$ cat src/rtl/add_seq_pkg.sv
// Shared constants for the nibble-serial add/sub sequencer.
// State encoding and the slice width.
package add_seq_pkg;

    localparam int NIBW = 4;

    localparam logic [1:0] ST_IDLE = 2'd0;
    localparam logic [1:0] ST_RUN  = 2'd1;
    localparam logic [1:0] ST_DONE = 2'd2;

    typedef enum logic [1:0] {
        S_IDLE = ST_IDLE,
        S_RUN  = ST_RUN,
        S_DONE = ST_DONE
    } state_e;

endpackage

$ cat src/rtl/nibble_add_dp.sv
// Shared 4-bit PG/GG carry-lookahead slice with operand nibble mux.
// Produces the nibble sum, the carry to the next nibble and c[3].
module nibble_add_dp
    import add_seq_pkg::*;
#(
    parameter int WIDTH = 32,
    parameter int IW    = 3
) (
    input  logic [WIDTH-1:0] a_i,
    input  logic [WIDTH-1:0] b_i,
    input  logic [IW-1:0]    idx_i,
    input  logic             carry_i,
    output logic [NIBW-1:0]  nib_sum_o,
    output logic             carry_next_o,
    output logic             c_msb_o
);

    logic [NIBW-1:0] an;
    logic [NIBW-1:0] bn;
    logic [NIBW-1:0] p;
    logic [NIBW-1:0] g;
    logic [NIBW-1:0] c;
    logic            pg;
    logic            gg;

    assign an = a_i[NIBW*idx_i +: NIBW];
    assign bn = b_i[NIBW*idx_i +: NIBW];
    assign p  = an ^ bn;
    assign g  = an & bn;

    // Lookahead carries inside the slice and group propagate/generate
    always_comb begin
        c[0] = carry_i;
        c[1] = g[0] | (p[0] & carry_i);
        c[2] = g[1] | (p[1] & g[0]) | (p[1] & p[0] & carry_i);
        c[3] = g[2] | (p[2] & g[1]) | (p[2] & p[1] & g[0])
             | (p[2] & p[1] & p[0] & carry_i);
        pg   = &p;
        gg   = g[3] | (p[3] & g[2]) | (p[3] & p[2] & g[1])
             | (p[3] & p[2] & p[1] & g[0]);
    end

    assign nib_sum_o    = p ^ c;
    assign carry_next_o = gg | (pg & carry_i);
    assign c_msb_o      = c[3];

endmodule

$ cat src/rtl/add_nibble_seq.sv
// Multi-cycle WIDTH-bit add/sub, one nibble per cycle through one slice.
// FSM, nibble index, carry and result registers live here.
module add_nibble_seq
    import add_seq_pkg::*;
#(
    parameter int WIDTH = 32
) (
    input  logic             clk,
    input  logic             rst_n,
    input  logic             in_valid,
    output logic             in_ready,
    input  logic [WIDTH-1:0] a,
    input  logic [WIDTH-1:0] b,
    input  logic             cin,
    input  logic             sub,
    input  logic             abort,
    output logic             out_valid,
    input  logic             out_ready,
    output logic [WIDTH-1:0] sum,
    output logic             cout,
    output logic             ovf
);

    localparam int NIB = WIDTH / NIBW;
    localparam int IW  = (NIB > 1) ? $clog2(NIB) : 1;
    localparam logic [IW-1:0] LAST = IW'(NIB - 1);

    state_e           state_q;
    logic [WIDTH-1:0] a_q;
    logic [WIDTH-1:0] b_q;
    logic             carry_q;
    logic [IW-1:0]    idx_q;
    logic [WIDTH-1:0] sum_q;
    logic             cout_q;
    logic             ovf_q;
    logic             in_ready_q;
    logic             out_valid_q;

    logic [NIBW-1:0]  nib_sum;
    logic             carry_d;
    logic             c_msb;

    nibble_add_dp #(
        .WIDTH (WIDTH),
        .IW    (IW)
    ) u_dp (
        .a_i          (a_q),
        .b_i          (b_q),
        .idx_i        (idx_q),
        .carry_i      (carry_q),
        .nib_sum_o    (nib_sum),
        .carry_next_o (carry_d),
        .c_msb_o      (c_msb)
    );

    // Sequencer: accept, walk nibbles, hold result until taken
    always_ff @(posedge clk or negedge rst_n) begin
        if (!rst_n) begin
            state_q     <= S_IDLE;
            a_q         <= '0;
            b_q         <= '0;
            carry_q     <= 1'b0;
            idx_q       <= '0;
            sum_q       <= '0;
            cout_q      <= 1'b0;
            ovf_q       <= 1'b0;
            in_ready_q  <= 1'b1;
            out_valid_q <= 1'b0;
        end else begin
            unique case (state_q)
                S_IDLE: begin
                    if (in_valid && !abort) begin
                        a_q        <= a;
                        b_q        <= b ^ {WIDTH{sub}};
                        carry_q    <= sub ? 1'b1 : cin;
                        idx_q      <= '0;
                        sum_q      <= '0;
                        cout_q     <= 1'b0;
                        ovf_q      <= 1'b0;
                        in_ready_q <= 1'b0;
                        state_q    <= S_RUN;
                    end
                end
                S_RUN: begin
                    if (abort) begin
                        sum_q      <= '0;
                        cout_q     <= 1'b0;
                        ovf_q      <= 1'b0;
                        carry_q    <= 1'b0;
                        idx_q      <= '0;
                        in_ready_q <= 1'b1;
                        state_q    <= S_IDLE;
                    end else begin
                        sum_q[NIBW*idx_q +: NIBW] <= nib_sum;
                        carry_q <= carry_d;
                        idx_q   <= idx_q + 1'b1;
                        if (idx_q == LAST) begin
                            cout_q      <= carry_d;
                            ovf_q       <= c_msb ^ carry_d;
                            out_valid_q <= 1'b1;
                            state_q     <= S_DONE;
                        end
                    end
                end
                S_DONE: begin
                    if (abort) begin
                        sum_q       <= '0;
                        cout_q      <= 1'b0;
                        ovf_q       <= 1'b0;
                        out_valid_q <= 1'b0;
                        in_ready_q  <= 1'b1;
                        carry_q     <= 1'b0;
                        idx_q       <= '0;
                        state_q     <= S_IDLE;
                    end else if (out_ready) begin
                        out_valid_q <= 1'b0;
                        in_ready_q  <= 1'b1;
                        carry_q     <= 1'b0;
                        idx_q       <= '0;
                        state_q     <= S_IDLE;
                    end
                end
                default: begin
                    state_q     <= S_IDLE;
                    in_ready_q  <= 1'b1;
                    out_valid_q <= 1'b0;
                end
            endcase
        end
    end

    assign in_ready  = in_ready_q;
    assign out_valid = out_valid_q;
    assign sum       = sum_q;
    assign cout      = cout_q;
    assign ovf       = ovf_q;

endmodule

$ cat config.mk
export PLATFORM = sky130hd
export DESIGN_NAME = add_nibble_seq
export DESIGN_NICKNAME = d
export VERILOG_FILES = /design/src/rtl/add_seq_pkg.sv /design/src/rtl/nibble_add_dp.sv /design/src/rtl/add_nibble_seq.sv
export SDC_FILE = /design/constraint.sdc
export NUM_CORES = 1
export LEC_CHECK = 0
export BUFFER_PORTS_ARGS = -buffer_cell sky130_fd_sc_hd__clkbuf_2
export CORE_ASPECT_RATIO = 0.9
export CORE_UTILIZATION = 40
export DETAILED_ROUTE_END_ITERATION = 8
export GPL_TIMING_DRIVEN = 0
export SLEW_MARGIN = 20
export SYNTH_ARGS = -nofsm -noshare
export SYNTH_HDL_FRONTEND = slang
export SYNTH_SLANG_ARGS = --single-unit
$ cat constraint.sdc
create_clock -name clk -period 4.2 [get_ports clk]
set_input_delay 0.84 -clock clk [delete_from_list [all_inputs] [get_ports clk]]
set_output_delay 0.84 -clock clk [all_outputs]
set_load 0.01 [all_outputs]
==> flow_summary.yaml, run 1 <==
run_status:
  run_status: "finished, final reports clean"
die:
  start_util_pct: 40.9
  io_pins: 107
  core-area_um2: 12700
  dieArea_um2: 13400
  rows: 39
  die_x_um: 122
  die_h_um: 110
logic_synthesis:
  synthAdderAreaFrac_pct: 4.00
  yosysWarnings: 0
  synthFlopType: "dfrtp_1"
  syn_area_per_cell_um2: 11.8
  synthMuxAreaShare_pct: 14.5
  yosys.area_share.xor_xnor_pct: 6.41
  synth-seq-cells: 106
  synth_edf_count: 0
  yosys.area_share.simple_pct: 9.50
  synth.distinct_cells: 44
  async_reset_ff_share_pct: 100
  ys_seq_area_share_pct: 51.1
  synth_top_family_by_area: "multiplexers"
  synth_area_um2: 5190
  netlist_instances: 439
  yosysTopAreaCell: "dfrtp_1"
  synth_compound_area_share_pct: 11.9
  synth.most_common_cell: "dfrtp_1"
  syn-num-nets: 526
  yosysTopAreaCellShare_pct: 50.6
  yosys-top-cells-count: "dfrtp_1, nand2_1, o21ai_0"
  yosys-top-cells-area: "dfrtp_1, mux2_2, mux4_2"
pwr:
  switching_power_mw: 1.83
  pwr-share-clk_pct: 18.7
  power_density_nw_per_um2: 729
  cellLeakagePower_nw: 2.93
  power.share.switching_pct: 40.1
  power.total_mw: 4.56
  vdd_drop_max_mv: 0.417
  combPwrFrac_pct: 47.1
  pwr-share-seq_pct: 34.2
  p_int_mw: 2.73
global_route:
  grt_max_degree: 59
  grt_pass1_wl_mm: 19.7
  overflow: 0
  grt_pass1_vias: 3795
  grt_util_all_layers_pct: 19.4
  antenna_found_initial: 0
setup_path:
  crit_required_ps: 4430
  cp-end-kind: "flop"
  critPathLaunchType: "flop"
  arrival_ps: 3950
  worst-path-max-fanout: 10
  critPathKind: "reg2reg"
layout:
  areaGrowthSynthToFinish_pct: 20.6
  multi_input_area_um2: 2400
  drive_above_1_share_pct: 32.1
  fill_cells: 1198
  seq_area_um2: 2650
  fin_nets: 643
  diodes: 0
clock_tree:
  clkLatencyLatePin_ps: 340
  hold_buffers: 0
  clkTransAtPathRegs_ps: 70
  cts.sinks: 106
  cts_buffer_depth: 2
  htreeDepth: 3
  cts_made_buffers: 9
  clockRootBuffer: "clkbuf_16"
  cts_setup_buffers: 0
  cts_tree: "yes"
  post_cts_resized: 0
sta:
  max_freq_ghz: 0.269
  finalHoldViolCount: 0
  worst_hold_slack_ps: 433
  slew_headroom_pct: 43.8
  min_period_over_period_pct: 88.6
  rsz0062_at_grt: "false"
  setup_tns_ps: 0
  min_period_ps: 3720
  fin_skew_ps: 7.54
  setup_violations: 0
  slew_violations: 0
  tightest_slew_ps: 843
routing:
  first_pass_iters: 4
  drc: 0
  drtIter0Drc: 133
  routed_via_density: 5.13
  finalWirelength_mm: 11.9
  num_vias: 3717
  drtAntennaViolNets: 0
  wire_per_inst_um: 16.3
flow_run:
  maxCapViolCount: 0
placement:
  place.gp.congestion: 0.823
  portBuffers: 105
  dp_hpwl_mm: 9.04
min_path:
  hp-class: "in2async"
[power by group through the flow]
stage	registers, mW	logic, mW	clock network [mW]
floorplan	1.52	1.55	0
global placement	1.56	2.10	0
detailed placement	1.58	2.15	0
CTS	1.56	2.17	0.876
global route	1.61	2.38	0.915
finish	1.56	2.15	0.851
[cells in the final DEF (no fill, tap or decap), drive strengths merged, types with 2 or more instances in the layout]
cell type	n
nor2b	3
xor2	3
ha	15
or4	2
nand3	6
nand2b	3
buf	8
inv	9
o21a	2
mux4	16
xnor2	35
clkbuf	132
or3	3
a211o	2
nor4b	2
and3	6
nor4	2
mux2i	3
mux2	32
a21oi	6
a22o	20
o21ai	42
nor2	7
nor3	6
clkinv	4
a31oi	2
o2bb2ai	13
dfrtp	105
nand2	61
[logic make-up after synthesis]
kind of cell | count (synthesis)
xor+xnor | 38
buf+inv | 33
simple gates | 104
compound gates | 91
mux | 51
flops | 106
fa+ha+maj | 16
[sequential cells by signal (all words and copies together), names as in the netlist]
name and count:
a_q 32, b_q 32, sum 32, idx_q 3
state_q 2, carry_q 1, cout 1, in_ready 1
out_valid 1, ovf 1
[stage by stage]
step,instances,cell area (µm²),setup slack [ps],utilization (%)
2_1_floorplan,439,5190,1230,-
3_3_place_gp,708,5920,564,46.7
3_5_place_dp,709,5960,505,47.0
4_1_cts,725,6260,493,49.3
5_1_grt,725,6260,228,49.3
6_report,725,6260,478,49.3
[final timing paths]
kind                            slack (ps)  cells after the start              endpoint            startpoint
worst max register to register         480                     10   sum[16]$_DFFE_PN0P_  idx_q[1]$_DFFE_PN0P_
worst min register to register         480                      2   b_q[24]$_DFFE_PN0P_   b_q[24]$_DFFE_PN0P_
max in group asynchronous             3140                      2  in_ready$_DFFE_PN1P_                 rst_n
worst min-delay path                   430                      1    sum[1]$_DFFE_PN0P_                 rst_n
min in group clk                       480                      2   b_q[24]$_DFFE_PN0P_   b_q[24]$_DFFE_PN0P_
worst max-delay path                   480                     10   sum[16]$_DFFE_PN0P_  idx_q[1]$_DFFE_PN0P_
[per-layer routing]
metal / vias up / global-route usage [%] / wire length [µm]
li1: 1801 / - / -
met1: 1813 / 25.7 / 5450
met2: 93 / 33.0 / 5790
met3: 10 / 3.70 / 502
met4: 0 / 4.44 / 108
met5: - / 0 / 0
[cell type report]
type / instances / share of cell area (%)
tap: 164 / 3.28
inverter: 9 / 0.540
clock inverter: 6 / 1.04
multi-input combinational: 300 / 38.4
buffer: 24 / 1.60
sequential: 106 / 42.4
clock buffer: 10 / 3.82
timing repair buffer: 106 / 8.97
[worst max-delay path, cell delays in order, from the launching register on]
cell      delay (ps)
dfrtp_1          420
clkbuf_1         510
clkbuf_1         570
inv_1            190
ha_1             230
ha_1             270
clkbuf_1         280
inv_1            150
nor4b_1          480
o21ai_1          200
a22o_1           300
(Power assumes the default switching activity.)
==> run 2, diff against run 1 <==
--- a/config.mk
+++ b/config.mk
@@ -5,6 +5,7 @@
 export SDC_FILE = /design/constraint.sdc
 export NUM_CORES = 1
 export LEC_CHECK = 0
+export ABC_AREA = 1
 export BUFFER_PORTS_ARGS = -buffer_cell sky130_fd_sc_hd__clkbuf_2
 export CORE_ASPECT_RATIO = 0.9
 export CORE_UTILIZATION = 40
@@ -13,4 +14,5 @@
 export SLEW_MARGIN = 20
 export SYNTH_ARGS = -nofsm -noshare
 export SYNTH_HDL_FRONTEND = slang
+export SYNTH_HIERARCHICAL = 1
 export SYNTH_SLANG_ARGS = --single-unit
==> flow_summary.yaml, run 2 <==
die:
  core-area_um2: 14100
  die_x_um: 129
  dieArea_um2: 15100
  io_pins: 107
  die_h_um: 116
  start_util_pct: 41.3
  rows: 41
sta:
  setup_violations: 0
  min_period_ps: 2930
  setup_tns_ps: 0
  finalHoldViolCount: 0
  rsz0062_at_grt: "false"
  max_freq_ghz: 0.341
  slew_violations: 0
  worst_hold_slack_ps: 414
  tightest_slew_ps: 501
  min_period_over_period_pct: 69.8
  slew_headroom_pct: 66.6
  fin_skew_ps: 6.81
pwr:
  power.total_mw: 4.76
  vdd_drop_max_mv: 0.268
  pwr-share-seq_pct: 33.4
  pwr-share-clk_pct: 16.4
  combPwrFrac_pct: 50.3
  power_density_nw_per_um2: 692
  p_int_mw: 2.63
  cellLeakagePower_nw: 3.76
  power.share.switching_pct: 44.9
  switching_power_mw: 2.14
logic_synthesis:
  synth_edf_count: 0
  yosysTopAreaCell: "dfrtp_1"
  yosys-top-cells-count: "nand2_1, dfrtp_1, inv_1"
  syn_area_per_cell_um2: 7.56
  synth.distinct_cells: 32
  synthFlopType: "dfrtp_1"
  syn-num-nets: 858
  yosysWarnings: 6
  synth-seq-cells: 106
  netlist_instances: 771
  synth.most_common_cell: "nand2_1"
  synth_area_um2: 5830
  ys_seq_area_share_pct: 45.6
  yosysTopAreaCellShare_pct: 45.1
  async_reset_ff_share_pct: 100
  yosys-top-cells-area: "dfrtp_1, nand2_1, inv_1"
clock_tree:
  cts_setup_buffers: 0
  clkLatencyLatePin_ps: 360
  clockRootBuffer: "clkbuf_16"
  clkTransAtPathRegs_ps: 70
  htreeDepth: 3
  cts_made_buffers: 9
  cts.sinks: 106
  cts_tree: "yes"
  hold_buffers: 0
  post_cts_resized: 0
  cts_buffer_depth: 2
setup_path:
  crit_required_ps: 4470
  critPathLaunchType: "flop"
  arrival_ps: 3210
  cp-end-kind: "flop"
  critPathKind: "reg2reg"
  worst-path-max-fanout: 10
  reg2reg_depth: 16
layout:
  layout_common_cells: "nand2_1, dfrtp_1, clkbuf_2"
  fill_cells: 1435
  areaGrowthSynthToFinish_pct: 18.2
  fin_nets: 975
  diodes: 0
  mostFrequentLayoutCell: "nand2_1"
  drive_above_1_share_pct: 19.2
placement:
  dp_hpwl_mm: 10.6
  place.gp.congestion: 0.839
  portBuffers: 105
routing:
  num_vias: 4957
  drtAntennaViolNets: 0
  drtIter0Drc: 321
  first_pass_iters: 5
  wire_per_inst_um: 13.0
  finalWirelength_mm: 14.1
  drc: 0
  routed_via_density: 4.57
global_route:
  grt_max_degree: 62
  overflow: 0
  grt_pass1_wl_mm: 23.4
  antenna_found_initial: 0
  grt_pass1_vias: 4635
  grt_util_all_layers_pct: 20.4
min_path:
  hp-class: "in2async"
flow_run:
  maxCapViolCount: 0
run_status:
  run_status: "finished, final reports clean"
[run 2: cell families (layout without fill, tap and decap cells)]
logic type	Yosys count	in the layout	synth area share [%]
and+or+nand+nor	417	417	29.8
buffers and inverters	124	244	9.47
DFF	106	106	45.6
AOI/OAI and AO/OA	74	74	6.53
xor gates and xnor gates	34	34	5.11
adders and majority gates	16	16	3.57
[run 2: critical path, cell delays in order (launching register included)]
cell	delay, ps
dfrtp_1	560
buf_6	200
buf_4	200
nand2_1	70
nand3_1	90
nand2_1	80
nand2_1	60
nand2_1	70
ha_1	340
or2_2	300
nand2_1	90
nand3_1	60
nand2_1	90
inv_1	60
nor3_1	290
nand2_1	130
o21ai_0	140
[run 2: path summary, 6_finish.rpt]
path	start	to	slack [ps]
hold reg to reg	a_q[20]$_DFFE_PN0P_	a_q[20]$_DFFE_PN0P_	470
min in group clk	a_q[20]$_DFFE_PN0P_	a_q[20]$_DFFE_PN0P_	470
setup reg to reg	idx_q[0]$_DFFE_PN0P_	sum[31]$_DFFE_PN0P_	1270
max in group asynchronous	rst_n	sum[29]$_DFFE_PN0P_	3160
setup / recovery	idx_q[0]$_DFFE_PN0P_	sum[31]$_DFFE_PN0P_	1270
hold / removal	rst_n	b_q[14]$_DFFE_PN0P_	410
[run 2: routing by layer]
metal / track usage, % / vias to the layer above / routed length [µm]
li1: - / 2609 / -
met1: 30.0 / 2226 / 7260
met2: 30.1 / 109 / 5910
met3: 4.54 / 13 / 701
met4: 5.57 / 0 / 189
met5: 0 / - / 0
[run 2: final cells by class]
cell class              instances  area, µm²  area share, %
well taps                     193        241           3.51
multi-input cells             541       2620           38.0
repair buffers                106        562           8.16
clock inverters                 4       20.0          0.291
inverters                      94        360           5.23
clock buffers                  10        239           3.47
flip-flops and latches        106       2650           38.5
plain buffers                  30        191           2.78
[run 2: power groups by stage]
| stage | registers, mW | logic (mW) | clock network [mW] |
|---|---|---|---|
| 5_1_grt | 1.64 | 2.75 | 0.832 |
| 6_report | 1.59 | 2.39 | 0.779 |
| 3_3_place_gp | 1.60 | 2.36 | 0 |
| 4_1_cts | 1.59 | 2.40 | 0.796 |
| 3_5_place_dp | 1.60 | 2.39 | 0 |
| 2_1_floorplan | 1.56 | 1.77 | 0 |
[run 2: stage by stage]
| stage | worst slack (ps) | instances | util (%) | area [µm²] |
|---|---|---|---|---|
| floorplan | 1830 | 771 | - | 5830 |
| global placement | 726 | 1069 | 46.7 | 6590 |
| detailed placement | 1300 | 1070 | 47.0 | 6630 |
| CTS | 1280 | 1084 | 48.8 | 6890 |
| global route | 1000 | 1084 | 48.8 | 6890 |
| finish | 1270 | 1084 | 48.8 | 6890 |
==> run 3, diff against run 2 <==
--- a/config.mk
+++ b/config.mk
@@ -5,7 +5,7 @@
 export SDC_FILE = /design/constraint.sdc
 export NUM_CORES = 1
 export LEC_CHECK = 0
-export ABC_AREA = 1
+export ABC_AREA = 0
 export BUFFER_PORTS_ARGS = -buffer_cell sky130_fd_sc_hd__clkbuf_2
 export CORE_ASPECT_RATIO = 0.9
 export CORE_UTILIZATION = 40
==> constraint.sdc (replaced) <==
create_clock -name clk -period 2.6 [get_ports clk]
set_input_delay 0.52 -clock clk [delete_from_list [all_inputs] [get_ports clk]]
set_output_delay 0.52 -clock clk [all_outputs]
set_load 0.01 [all_outputs]
==> flow_summary.yaml, run 3 <==
clock_tree:
  clkLatencyLatePin_ps: 350
  cts_buffer_depth: 2
  cts.sinks: 106
  clockRootBuffer: "clkbuf_16"
  cts_made_buffers: 9
  cts_tree: "yes"
  clkTransAtPathRegs_ps: 70
  hold_buffers: 0
  htreeDepth: 3
global_route:
  antenna_found_initial: 0
  overflow: 0
  grt_pass1_wl_mm: 20.8
  grt_util_all_layers_pct: 19.9
  grt_max_degree: 79
  grt_pass1_vias: 4036
routing:
  num_vias: 3887
  drtIter0Drc: 170
  wire_per_inst_um: 17.5
  drc: 0
  drtAntennaViolNets: 0
  first_pass_iters: 4
  finalWirelength_mm: 12.8
  routed_via_density: 5.30
run_status:
  failed_checks: "negative setup slack"
  run_status: "complete, but fails checks"
flow_run:
  maxCapViolCount: 0
logic_synthesis:
  synth_edf_count: 0
  yosysTopAreaCellShare_pct: 49.2
  syn-num-nets: 526
  synth-seq-cells: 106
  synth_compound_area_share_pct: 13.0
  yosys.area_share.simple_pct: 8.72
  synth.most_common_cell: "dfrtp_1"
  synthFlopType: "dfrtp_1"
  yosys-top-cells-area: "dfrtp_1, mux2_2, xnor2_1"
  ys_seq_area_share_pct: 49.7
  netlist_instances: 439
  yosysWarnings: 6
  synthAdderAreaFrac_pct: 3.89
  synth.distinct_cells: 52
  syn_area_per_cell_um2: 12.2
  synth_top_family_by_area: "multiplexers"
  synthMuxAreaShare_pct: 15.7
  yosysTopAreaCell: "dfrtp_1"
  synth_area_um2: 5340
  yosys-top-cells-count: "dfrtp_1, nand2_1, mux2_2"
  async_reset_ff_share_pct: 100
  yosys.area_share.xor_xnor_pct: 5.74
sta:
  tightest_slew_ps: 901
  slew_headroom_pct: 39.6
  max_freq_ghz: 0.377
  slew_violations: 0
  setup_violations: 8
  min_period_ps: 2650
  min_period_over_period_pct: 102
  fin_skew_ps: 9.20
  finalHoldViolCount: 0
  setup_slack_ps: -52.9
  rsz0062_at_grt: "true"
die:
  die_h_um: 112
  dieArea_um2: 13800
  rows: 39
  core-area_um2: 12800
  io_pins: 107
  start_util_pct: 41.6
  die_x_um: 124
setup_path:
  cp-end-kind: "flop"
  crit_required_ps: 2830
  arrival_ps: 2880
  critPathLaunchType: "flop"
  worst-path-max-fanout: 8
  critPathKind: "reg2reg"
layout:
  drive_above_1_share_pct: 38.7
  fin_nets: 651
  layout_common_cells: "clkbuf_2, dfrtp_1, nand2_1"
  areaGrowthSynthToFinish_pct: 25.6
  fin_util_pct: 52.3
  fill_cells: 1149
  diodes: 0
  mostFrequentLayoutCell: "clkbuf_2"
placement:
  portBuffers: 105
  place.gp.congestion: 0.813
  dp_hpwl_mm: 9.22
pwr:
  vdd_drop_max_mv: 0.699
  switching_power_mw: 3.11
  combPwrFrac_pct: 50.3
  power.share.switching_pct: 37.6
  power_density_nw_per_um2: 1230
  cellLeakagePower_nw: 3.09
  power.total_mw: 8.28
  pwr-share-clk_pct: 18.3
  pwr-share-seq_pct: 31.3
  p_int_mw: 5.17
min_path:
  hp-class: "in2async"
[run 3: path summary, 6_finish.rpt]
kind,startpoint,endpoint,slack [ps],cells after the start
min in group clk,a[4],a_q[4]$_DFFE_PN0P_,400,2
max in group asynchronous,rst_n,idx_q[0]$_DFFE_PN0P_,1870,2
min,rst_n,sum[1]$_DFFE_PN0P_,60,1
min reg2reg,b_q[4]$_DFFE_PN0P_,b_q[4]$_DFFE_PN0P_,480,2
max,idx_q[1]$_DFFE_PN0P_,sum[23]$_DFFE_PN0P_,-50,10
max reg2reg,idx_q[1]$_DFFE_PN0P_,sum[23]$_DFFE_PN0P_,-50,10
[run 3: worst max-delay path, cell delays in order (launching register included)]
cell and delay, ps:
dfrtp_1 360, buf_6 150, buf_12 130, mux4_2 500, mux2_4 290, ha_4 180
a211oi_4 190, nor3b_2 80, o311a_1 300, buf_6 140, a32o_1 210
[run 3: cells by family after synthesis]
family | after synthesis
mux | 59
compound gates | 97
simple gates | 89
flops | 106
fa+ha+maj | 16
buf+inv | 37
xor+xnor | 35
[run 3: repair_timing]
item                       in CTS  in global routing
cloned                          1                  0
resized for setup              21                 17
hold endpoints to repair        0                  0
pin swaps                       4                  8
setup endpoints to repair      35                 26
setup buffers                   7                  2
[run 3: final cells by class]
type                    instances  area, µm²  area share [%]
plain buffers                  26        170            2.54
clock buffers                  13        240            3.58
clock inverters                 3       90.1            1.34
inverters                       9       33.8           0.504
multi-input cells             296       2630            39.1
flip-flops and latches        106       2660            39.6
well taps                     164        205            3.06
repair buffers                116        687            10.2
[run 3: power by group through the flow]
stage	Sequential (mW)	Combinational, mW	Clock, mW
finish	2.60	4.17	1.52
global route	2.67	4.62	1.62
CTS	2.58	4.01	1.55
detailed placement	2.60	3.62	0
global placement	2.57	3.53	0
floorplan	2.48	2.64	0
[run 3: through the flow]
| step | setup WS, ps | area [µm²] | hold slack (ps) | setup TNS [ps] | cells |
|---|---|---|---|---|---|
| 2_1_floorplan | 4.43 | 5370 | 224 | 0 | 439 |
| 3_3_place_gp | -533 | 6100 | 455 | -57680 | 708 |
| 3_5_place_dp | -570 | 6140 | 429 | -15380 | 709 |
| 4_1_cts | -71.7 | 6630 | 58.4 | -458 | 733 |
| 5_1_grt | -140 | 6710 | 67.2 | -1370 | 733 |
| 6_report | -52.9 | 6710 | 56.9 | -306 | 733 |
[run 3: metal layers]
metal	wire, µm	global-route usage [%]	part of all wire [%]
met5	0	0	0
met4	103	4.66	0.80
met3	626	4.41	4.9
met2	6120	31.8	48
met1	5970	27.3	47
